[src/rtl/note_lane_scheduler.sv]
// note_lane_scheduler: per-frame motion/gameplay controller for five note lanes.
// Spawns notes, advances each active note once per video frame (one lane per
// cycle in UPDATE), resolves key hits against the hit window, retires notes at
// the bottom and keeps a saturating hit score.
// Optional build macro SPEED_RAMP_EN: fall speed ramps up with the score.
module note_lane_scheduler #(
   parameter int SPEED     = 2,
   parameter int SPAWN_Y   = 0,
   parameter int BOTTOM_Y  = 480,
   parameter int HIT_Y     = 400,
   parameter int HIT_WIN   = 32,
   parameter int SPRITE_SZ = 64,
   parameter int LANE_X0   = 96,
   parameter int LANE_X1   = 192,
   parameter int LANE_X2   = 288,
   parameter int LANE_X3   = 384,
   parameter int LANE_X4   = 480
) (
   input  logic        Clk,
   input  logic        Reset,
   input  logic        frame_clk,
   input  logic [9:0]  DrawX,
   input  logic [9:0]  DrawY,
   input  logic        spawn_valid,
   input  logic [2:0]  spawn_lane,
   output logic        spawn_ready,
   input  logic [4:0]  hit_req,
   output logic [49:0] lane_x_pos,
   output logic [49:0] lane_y_pos,
   output logic [4:0]  is_sprite,
   output logic [4:0]  hit_ok,
   output logic [4:0]  miss,
   output logic [15:0] score,
   output logic        busy
);

   localparam logic [9:0]  P_SPAWN_Y = 10'(SPAWN_Y);
   localparam logic [10:0] P_BOTTOM  = 11'(BOTTOM_Y);
   localparam logic [10:0] P_HIT_LO  = 11'(HIT_Y);
   localparam logic [10:0] P_HIT_HI  = 11'(HIT_Y + HIT_WIN);
   localparam logic [10:0] P_SZ      = 11'(SPRITE_SZ);

   typedef enum logic {
      S_IDLE   = 1'b0,
      S_UPDATE = 1'b1
   } state_t;

   state_t      r_state;
   state_t      w_state_next;
   logic [2:0]  r_lane;
   logic [4:0]  r_active;
   logic [4:0]  r_pending;
   logic [4:0]  r_hit_ok;
   logic [4:0]  r_miss;
   logic [9:0]  r_y [5];
   logic [15:0] r_score;
   logic        r_frame_q;

   logic        w_frame_edge;
   logic [5:0]  w_speed;
   logic [9:0]  w_lane_x [5];
   logic [10:0] w_y_next [5];
   logic [4:0]  w_in_win;
   logic [4:0]  w_hits;
   logic [4:0]  w_hit_mask;
   logic [4:0]  w_miss_mask;
   logic [2:0]  w_hit_cnt;
   logic [16:0] w_score_sum;
   logic [15:0] w_score_next;
   logic [7:0]  w_active8;
   logic        w_spawn_ready;
   logic        w_spawn_fire;
   logic [4:0]  w_spawn_mask;

`ifdef SPEED_RAMP_EN
   logic [5:0]  r_speed;
   assign w_speed = r_speed;
`else
   assign w_speed = 6'(SPEED);
`endif

   assign w_lane_x[0] = 10'(LANE_X0);
   assign w_lane_x[1] = 10'(LANE_X1);
   assign w_lane_x[2] = 10'(LANE_X2);
   assign w_lane_x[3] = 10'(LANE_X3);
   assign w_lane_x[4] = 10'(LANE_X4);

   assign w_frame_edge = frame_clk & ~r_frame_q;

   // Spawn handshake: a request transfers on a cycle where spawn_valid and
   // spawn_ready are both high. Ready only in IDLE, for a legal lane that has
   // no live note; the requester holds or retries otherwise.
   assign w_active8     = {3'b000, r_active};
   assign w_spawn_ready = (r_state == S_IDLE) && (spawn_lane <= 3'd4) && !w_active8[spawn_lane];
   assign w_spawn_fire  = spawn_valid && w_spawn_ready;
   assign w_spawn_mask  = w_spawn_fire ? (5'b00001 << spawn_lane) : 5'b00000;

   // Hits seen this cycle are folded in with the latched ones when consumed.
   assign w_hits      = r_pending | hit_req;
   assign w_hit_mask  = (r_state == S_IDLE) ? (w_hits & w_in_win) : 5'b00000;
   assign w_miss_mask = (r_state == S_IDLE) ? (w_hits & ~w_in_win) : 5'b00000;
   assign w_score_sum  = {1'b0, r_score} + {14'b0, w_hit_cnt};
   assign w_score_next = w_score_sum[16] ? 16'hFFFF : w_score_sum[15:0];

   // Per-lane window test, next Y, sprite coverage and hit count (11-bit compares, no wrap).
   always_comb begin
      w_in_win  = '0;
      is_sprite = '0;
      w_hit_cnt = '0;
      w_y_next  = '{default: '0};
      for (int l = 0; l < 5; l++) begin
         w_in_win[l]  = r_active[l] && ({1'b0, r_y[l]} >= P_HIT_LO) && ({1'b0, r_y[l]} <= P_HIT_HI);
         w_y_next[l]  = {1'b0, r_y[l]} + {5'b0, w_speed};
         is_sprite[l] = r_active[l]
                     && ({1'b0, DrawX} >= {1'b0, w_lane_x[l]})
                     && ({1'b0, DrawX} <  ({1'b0, w_lane_x[l]} + P_SZ))
                     && ({1'b0, DrawY} >= {1'b0, r_y[l]})
                     && ({1'b0, DrawY} <  ({1'b0, r_y[l]} + P_SZ));
         w_hit_cnt    = w_hit_cnt + {2'b0, w_hit_mask[l]};
      end
   end

   // FSM next state: a frame edge starts a five-cycle sweep; edges in UPDATE are dropped.
   always_comb begin
      w_state_next = r_state;
      case (r_state)
         S_IDLE:   if (w_frame_edge) w_state_next = S_UPDATE;
         S_UPDATE: if (r_lane == 3'd4) w_state_next = S_IDLE;
         default:  w_state_next = S_IDLE;
      endcase
   end

   // FSM state register.
   always_ff @(posedge Clk) begin
      if (Reset) r_state <= S_IDLE;
      else       r_state <= w_state_next;
   end

   // Note datapath: hit resolution and spawns in IDLE, one-lane motion step in UPDATE.
   always_ff @(posedge Clk) begin
      if (Reset) begin
         r_frame_q <= frame_clk;
         r_lane    <= '0;
         r_active  <= '0;
         r_pending <= '0;
         r_hit_ok  <= '0;
         r_miss    <= '0;
         r_score   <= '0;
         for (int l = 0; l < 5; l++) r_y[l] <= P_SPAWN_Y;
      end else begin
         r_frame_q <= frame_clk;
         r_hit_ok  <= '0;
         r_miss    <= '0;
         if (r_state == S_IDLE) begin
            r_lane    <= '0;
            r_pending <= '0;
            r_hit_ok  <= w_hit_mask;
            r_miss    <= w_miss_mask;
            r_score   <= w_score_next;
            r_active  <= (r_active & ~w_hit_mask) | w_spawn_mask;
            for (int l = 0; l < 5; l++)
               if (w_spawn_mask[l]) r_y[l] <= P_SPAWN_Y;
         end else begin
            r_lane    <= r_lane + 3'd1;
            r_pending <= r_pending | hit_req;
            for (int l = 0; l < 5; l++) begin
               if ((r_lane == 3'(l)) && r_active[l]) begin
                  if (w_y_next[l] >= P_BOTTOM) begin
                     r_active[l] <= 1'b0;
                     r_y[l]      <= P_SPAWN_Y;
                     r_miss[l]   <= 1'b1;
                  end else begin
                     r_y[l]      <= w_y_next[l][9:0];
                  end
               end
            end
         end
      end
   end

`ifdef SPEED_RAMP_EN
   // Speed ramp: one step each time the score crosses a multiple of 16, capped at 8.
   always_ff @(posedge Clk) begin
      if (Reset)
         r_speed <= 6'(SPEED);
      else if ((r_state == S_IDLE) && (w_score_next[15:4] != r_score[15:4]) && (r_speed < 6'd8))
         r_speed <= r_speed + 6'd1;
   end
`endif

   assign spawn_ready = w_spawn_ready;
   assign lane_x_pos  = {w_lane_x[4], w_lane_x[3], w_lane_x[2], w_lane_x[1], w_lane_x[0]};
   assign lane_y_pos  = {r_y[4], r_y[3], r_y[2], r_y[1], r_y[0]};
   assign hit_ok      = r_hit_ok;
   assign miss        = r_miss;
   assign score       = r_score;
   assign busy        = (r_state == S_UPDATE);

endmodule
[config.mk]
export PLATFORM = sky130hd
export DESIGN_NAME = note_lane_scheduler
export DESIGN_NICKNAME = d
export VERILOG_FILES = /design/src/rtl/note_lane_scheduler.sv
export SDC_FILE = /design/constraint.sdc
export NUM_CORES = 1
export LEC_CHECK = 0
export ABC_AREA = 0
export BUFFER_PORTS_ARGS = -buffer_cell sky130_fd_sc_hd__buf_2
export CAP_MARGIN = 5
export CORE_MARGIN = 4
export CORE_UTILIZATION = 56
export DETAILED_ROUTE_END_ITERATION = 8
export PLACE_DENSITY = 0.82
export SKIP_CTS_REPAIR_TIMING = 1
export SYNTH_ARGS = -nofsm -noshare
export SYNTH_HDL_FRONTEND = slang
export SYNTH_SLANG_ARGS = --single-unit
[constraint.sdc]
create_clock -name Clk -period 4.7 [get_ports Clk]
set_input_delay 0.235 -clock Clk [delete_from_list [all_inputs] [get_ports Clk]]
set_output_delay 0.235 -clock Clk [all_outputs]
set_load 0.005 [all_outputs]
# Yosys cells after proc, flatten, opt, wreduce, memory -nomap -nowiden
# Memories as Yosys holds them, arrays and structs flattened.
# Index checks and enable logic that the tools add are counted.
classes:
  add_sub_neg: 16
  n_lt_le_gt_ge: 37
  eq_ne: 14
  n_shift: 1
  n_mux: 107
  n_bitwise: 25
  reduce_logical: 47
ops:
  columns: ["cell", "n"]
  rows:
  - ["$mux 10", 15]
  - ["$mux 1", 85]
  - ["$ge 10x9->1 const B", 8]
  - ["$add 10x2->11 const B", 5]
  - ["$add 10x7->11 const B", 5]
  - ["$ge 11x9->1 const B", 5]
  - ["$lt 10x11->1", 5]
  - ["$ge 10x10->1", 5]
  - ["$le 10x9->1 const B", 5]
  - ["$logic_and 1x1->1", 38]
  - ["$lt 10x9->1 const B", 3]
  - ["$mux 5", 4]
  - ["$ne 2x1->1 const B", 10]
  - ["$add 16x3->17", 1]
  - ["$mux 16", 1]
  - ["$and 5x5->5", 3]
  - ["$or 1x1->1", 15]
  - ["$ge 10x7->1 const B", 1]
  - ["$ge 10x8->1 const B", 1]
  - ["$lt 10x10->1 const B", 1]
  - ["$lt 10x8->1 const B", 1]
  - ["$not 5->5", 2]
  - ["$or 5x5->5", 2]
  - ["$reduce_and 2->1", 5]
  - ["other kinds (17)", 21]
word_totals:
  register_bits: 41
  ram_bits: 50
  in_bits: 32
  output_inout_bits: 133
  n_memories: 1
memory_table:
  columns: ["memory", "words", "width", "rd", "rd_ports_with_merged_regs", "write_ports", "line_no", "source"]
  rows:
  - ["r_y", 5, 10, 5, 0, 5, "55", "logic [9:0] r_y [5];"]

# Depth between registers and ports, before layout
# Gate-level depths: netlist of the first run.
depth:
  word_depth: 13
  depth_mapped: 18
  ltp_nobuf: 18

# Worst setup path after synthesis of the first run
# Ideal clock, no wire load.
synth_timing:
  path_type: "reg2reg"
  from: "mem r_y[2][7]"
  to: "reg r_score[12], in the netlist score[12]"
  arrival_time_ns: 3.830
  required_ns: 4.584
  path_slack_ns: 0.754
  path_stages_with_launch: 17
  cell_sequence: "edfxtp_1 -> ha_1 -> inv_1 -> maj3_1 -> a22o_1 -> nand2_1 -> nor2_1 -> fa_1 -> inv_1 -> fa_1 -> inv_1 -> ha_1 -> fa_1 -> a21oi_1 -> nor3_2 -> and3_1 -> o211a_1"
synth_lines:
  columns: ["element", "line_no", "source"]
  rows:
  - ["start: declaration", "55", null]
  - ["end signal: assignment", "159", "r_score <= w_score_next;"]
  - ["end: declaration", "56", "logic [15:0] r_score;"]

==> flow_summary.toml, run 1 <==
[global_routing]
grt_start_max_net_pins = 29
grt_use_total = 0.244
gr-total-overflow = 0
grt_pass1_vias = 5725
grt_pass1_wl_um = 28600
antenna_found_initial = 1

[setup_path]
crit_type = "flip-flop to flip-flop"
endpoint_kind = "flip-flop"
cp.arrival_ns = 4.58
crit_fanout = 9
critPathRequiredTime_ns = 4.96
worst_setup_path_start_kind = "flip-flop"

[power_and_ir_drop]
combPwrFrac = 0.172
power.density_nw_per_um2 = 233
p_sw_frac = 0.285
p_leak_nw = 3.48
power_switching_w = 0.000527
irDropWorstVdd_uv = 139
intPower_w = 0.00132
seq_power_share = 0.468
clock_power_share = 0.360

[routing]
drtAntennaViolNets = 0
wl_um = 18200
wl_per_cell_um = 16.6
drcViolationCount = 0
avgViaCountPerCell = 5.68
routed-via-count = 6245
drt-initial-drc-count = 477
drtPass1Iterations = 5

[sta]
setup_viol = 0
slew_headroom = 0.534
fmax_mhz = 231
fin_worst_skew_ns = 0.00834
slew_violations = 0
finalCritPeriodShare = 0.920
rsz0062_at_grt = "false"
hold_violations = 0
tightest_slew_ns = 0.696
fin_setup_tns_ns = 0
fin_crit_ns = 4.32

[logic_synthesis]
synth-seq-cells = 86
yosys_warnings = 0
synth_area_per_cell_sq_um = 8.77
ys.flop_type = "edfxtp_1"
async_flop_share = 0
ys_types = 71
ys_seq_area_frac = 0.303
syn_area_sq_um = 7170
synth_edf_count = 45
syn_inst = 817

[outcome]
status = "complete, no violations"

[floorplanning]
io_pins = 165
die_w_um = 121
start_util = 0.570
die_area_sq_um = 14700
core-area_sq_um = 12600
rows = 41
die_h_um = 121

[cts]
cts.path.max_buffers = 2
cts_buffers = 9
htree_levels = 3
cts_tree = "yes"
clock-sinks = 86
path_clk_slew_ns = 0.06
cts_root_buf = "clkbuf_16"
clock_latency_ns = 0.35

[placement]
portBuffers = 104
dpl_cell_area_sq_um = 7660
dpl.hpwl_um = 13900
placed_cells = 1083
gp_congestion = 0.961

[run]
max_cap_violations = 0

[cells_and_area]
syn_to_final_growth_pct = 10.6
nets = 1051
diodes = 0
finalNonFillerCells = 1099
fill_cells = 1111
final_cell_area_sq_um = 7930
drive_gt1_frac = 0.141

[min_path]
min_path_type = "input pin to flip-flop"
## path summary, 6_finish.rpt
kind	start	endpoint	slack, ns	cells past startpoint
max reg2reg	r_y[0][6]	score[13]	0.38	16
max	r_y[0][6]	score[13]	0.38	16
min reg2reg	r_pending[4]	r_pending[4]	0.47	2
min	frame_clk	r_frame_q	0.009	1
## power by group through the flow
stage / clock network [W] / registers [W] / logic, W
floorplan: 0 / 0.000864 / 0.000244
global placement: 0 / 0.000876 / 0.000301
detailed placement: 0 / 0.000877 / 0.000311
CTS: 0.000669 / 0.000861 / 0.000314
global route: 0.000701 / 0.000867 / 0.000360
finish: 0.000665 / 0.000863 / 0.000318
## worst max-delay path, stage by stage, from the launching register on
cell and delay (ns):
edfxtp_1 0.53, ha_1 0.33, nor3_1 0.15, a32oi_1 0.14
nor3_1 0.17, nand2_1 0.13, nor3_1 0.40, fa_1 0.48
inv_1 0.07, fa_1 0.40, inv_1 0.07, ha_1 0.19
a21o_1 0.13, a21oi_1 0.13, nor3_1 0.49, a21oi_1 0.15
a311oi_1 0.25
## through the flow
| step | hold slack (ns) | utilization | power [W] | setup slack [ns] |
|---|---|---|---|---|
| 2_1_floorplan | 0.263 | - | 0.00111 | 0.754 |
| 3_3_place_gp | 0.365 | 0.609 | 0.00118 | 0.512 |
| 3_5_place_dp | 0.363 | 0.609 | 0.00119 | 0.442 |
| 4_1_cts | 0.0000248 | 0.631 | 0.00184 | 0.428 |
| 5_1_grt | 0.0195 | 0.631 | 0.00193 | 0.0863 |
| 6_report | 0.00876 | 0.631 | 0.00185 | 0.376 |
## state kept, by name, indices dropped and copies added, names as in the netlist
| signal | cells |
|---|---|
| score | 16 |
| r_pending | 5 |
| r_y | 45 |
| miss | 5 |
| r_active | 5 |
| hit_ok | 5 |
| r_frame_q | 1 |
| busy | 1 |
| r_lane | 3 |
## cells in the final DEF (no fill, tap or decap), types with 4 or more instances in the layout
cell type    n
nor4_1      12
nand3_1     34
or3_1        9
o22ai_1      5
nand4_1     12
nor2b_1     22
inv_1       68
clkbuf_16    9
nor3b_1      4
edfxtp_1    45
a41oi_1      6
a211oi_1     9
buf_2      104
conb_1      60
nand2_1     37
and3_1      14
o21ai_0     21
a21oi_1     41
and4_1       8
ha_1        94
xnor2_1     46
o211ai_1    10
nand3b_1     4
dfxtp_1     41
a31oi_1      7
a21o_1       5
nand2b_1     8
nor3_1      23
nor2_1      87
o21a_1       8
## cell usage after synthesis, drive strengths merged, types with 14 or more instances
cell	number	area share
nand2	37	0.019
xnor2	46	0.056
edfxtp	45	0.19
a21oi	41	0.029
inv	68	0.036
and3	14	0.012
nor2	87	0.046
o21ai	21	0.015
nor2b	22	0.019
buf	64	0.064
nand3	34	0.024
nor3	24	0.017
dfxtp	41	0.11
ha	94	0.16
## cells by family after synthesis
kind of cell	count (synthesis)	share of synthesized area
AND/OR/NAND/NOR	291	0.209
AO/OA/AOI/OAI	150	0.145
buffers and inverters	139	0.103
adder cells (fa/ha/maj)	98	0.174
flip-flops	86	0.303
XOR/XNOR	49	0.0599
other	2	0.00105
multiplexers	2	0.00454
## final cells by class
class / count / area (sq um) / area share
clock buffer: 12 / 246 / 0.0311
clock inverter: 4 / 21.3 / 0.00268
inverter: 68 / 255 / 0.0322
multi-input combinational: 650 / 4470 / 0.564
sequential: 86 / 2170 / 0.274
tap: 172 / 215 / 0.0272
timing repair buffer: 107 / 543 / 0.0685
## routing by layer
metal | wire, um | vias up | share of wire | track usage
li1 | - | 3033 | - | -
met1 | 7750 | 2910 | 0.42 | 0.323
met2 | 8430 | 261 | 0.46 | 0.387
met3 | 1560 | 39 | 0.086 | 0.0503
met4 | 480 | 2 | 0.026 | 0.104
met5 | 15 | - | 0.00082 | 0
Note: power is estimated with default switching activity, not from simulation.
==> run 2: changes to the inputs <==
- REMOVE_ABC_BUFFERS: not set -> 1
==> run 2 against run 1 <==
Non-clock buffer count increased by 1. Sequential share of layout area decreased by 0.29 points. Clock skew decreased by 0.0015 ns. Via count increased by 1.1%. Utilization increased by 0.68 points. Cell count about the same. Count of clock-buffer cells in the layout increased by 2. Fmax decreased by 1.2%. Register-to-register slack got worse by 0.05 ns. Setup slack got worse by 0.054 ns.
==> flow_summary.toml, run 2 (synthesized netlist as in run 1, its figures left out) <==
[outcome]
status = "complete, no violations"

[setup_path]
crit_fanout = 10
worstPathCellList = "ha_1 -> nor3_1 -> a32oi_1 -> nor3_1 -> nand2_1 -> nor3_1 -> fa_1 -> inv_1 -> fa_1 -> inv_1 -> ha_1 -> fa_1 -> a21oi_1 -> nor3_2 -> and3_1 -> nand3_1 -> o211a_1"
critPathMaxStageDelay_ns = 0.53
r2r_slack_ns = 0.32
r2r-start = "r_y[0][6]"
crit_family = "adder cells"
crit_type = "flip-flop to flip-flop"
critPathRequiredTime_ns = 4.95
endpoint_kind = "flip-flop"
cp.arrival_ns = 4.63
worst_setup_path_start_kind = "flip-flop"
reg2reg_depth = 17
rr_endpoint = "score[12]"
slowest_stage = "nor3_2"
path_buf_inv = 2

[sta]
fin_setup_tns_ns = 0
fin_crit_ns = 4.38
setup_viol = 0
tightest_slew_ns = 0.728
rsz0062_at_grt = "false"
hold_violations = 0
fmax_mhz = 228
hold_ws_ns = 0.159
fin_worst_skew_ns = 0.00679
slew_violations = 0
finalCritPeriodShare = 0.932
slew_headroom = 0.513

[power_and_ir_drop]
irDropWorstVdd_uv = 145
p_leak_nw = 3.52
power.density_nw_per_um2 = 246

[global_routing]
antenna_found_initial = 0
grt_pass1_wl_um = 29200
gr-total-overflow = 0
grt_pass1_vias = 5835
grt_use_total = 0.248
grt_start_max_net_pins = 29

[placement]
dpl.hpwl_um = 13800
portBuffers = 104
placed_cells = 1083
gp_congestion = 0.933

[routing]
routed-via-count = 6311
wl_um = 18100
drtAntennaViolNets = 0
drcViolationCount = 0
drt-initial-drc-count = 524
avgViaCountPerCell = 5.74
wl_per_cell_um = 16.5
drtPass1Iterations = 5

[cts]
path_clk_slew_ns = 0.07
cts.path.max_buffers = 2
clock_latency_ns = 0.35
cts_root_buf = "clkbuf_16"
htree_levels = 3
cts_buffers = 9
clock-sinks = 86
cts_tree = "yes"

[cells_and_area]
regMostFlops = "r_y"
final_cell_mix = "104 x buf_2, 94 x ha_1, 87 x nor2_1"
largest_register_ffs = 45
drive_gt1_frac = 0.142
nets = 1052
diodes = 0
finalNonFillerCells = 1100
fill_cells = 1056
syn_to_final_growth_pct = 11.8
final_common_cell = "buf_2"

[floorplanning]
rows = 41
core-area_sq_um = 12600
io_pins = 165
die_w_um = 121
start_util = 0.570
die_h_um = 121
die_area_sq_um = 14700

[min_path]
min_from = "hit_req[4]"
hold_end = "r_pending[4]"
min_path_type = "input pin to flip-flop"
hold_depth = 3

[run]
max_cap_violations = 0
[run 2: cell count changes in the layout (fill, tap and decap cells not counted), sizes merged]
cell | previous run | this run
dlygate4sd3 | 0 | 1
clkinv | 3 | 2
clkbuf | 12 | 14
inv | 69 | 68
[run 2: cell type report]
class	instances	area, sq um	share of cell area
clock buffer	14	329	0.0411
multi-input combinational	650	4470	0.558
clock inverter	2	13.8	0.00172
timing repair buffer	108	553	0.0690
tap	172	215	0.0269
sequential	86	2170	0.271
inverter	68	255	0.0319
[run 2: where the power goes]
| group | switching (W) | internal (W) | total [W] | leakage, nW |
|---|---|---|---|---|
| combinational | 0.000187 | 0.000131 | 0.000318 | 2.55 |
| clock | 0.000306 | 0.000488 | 0.000794 | 0.169 |
| sequential | 0.0000438 | 0.000818 | 0.000861 | 0.798 |
| total | 0.000537 | 0.00144 | 0.00197 | 3.52 |
[run 2: worst reg2reg max path, delay by kind of cell, from the launching register on]
kind / cells / cell delay (ns)
adder cells (fa/ha/maj): 5 / 1.62
buffers and inverters: 2 / 0.14
flip-flops: 1 / 0.52
AO/OA/AOI/OAI: 3 / 0.40
AND/OR/NAND/NOR: 7 / 1.62
[run 2: stage by stage]
step	instance area (sq um)	utilization	total power [W]	setup WS, ns
finish	8010	0.637	0.00197	0.322
global route	8010	0.637	0.00206	0.00126
CTS	8000	0.637	0.00198	0.331
detailed placement	7660	0.609	0.00119	0.347
global placement	7660	0.609	0.00118	0.503
floorplan	6900	-	0.00107	0.702
[run 2: how the worst max path moves through the flow]
| stage | startpoint | to | cells after the start |
|---|---|---|---|
| CTS | r_y[0][6] | score[12] | 17 |
| global route | r_y[0][6] | score[12] | 17 |
| finish | r_y[0][6] | score[12] | 17 |
| detailed placement | r_y[0][6] | score[12] | 17 |
| floorplan | r_y[2][7] | score[12] | 16 |
| global placement | r_y[0][6] | score[12] | 17 |
[run 2: layer usage]
metal,routed length [um],vias to the layer above,GRT usage,part of all wire
li1,-,3037,-,-
met1,7600,2993,0.336,0.42
met2,8690,249,0.401,0.48
met3,1440,32,0.0452,0.079
met4,398,0,0.0861,0.022
met5,0,-,0,0
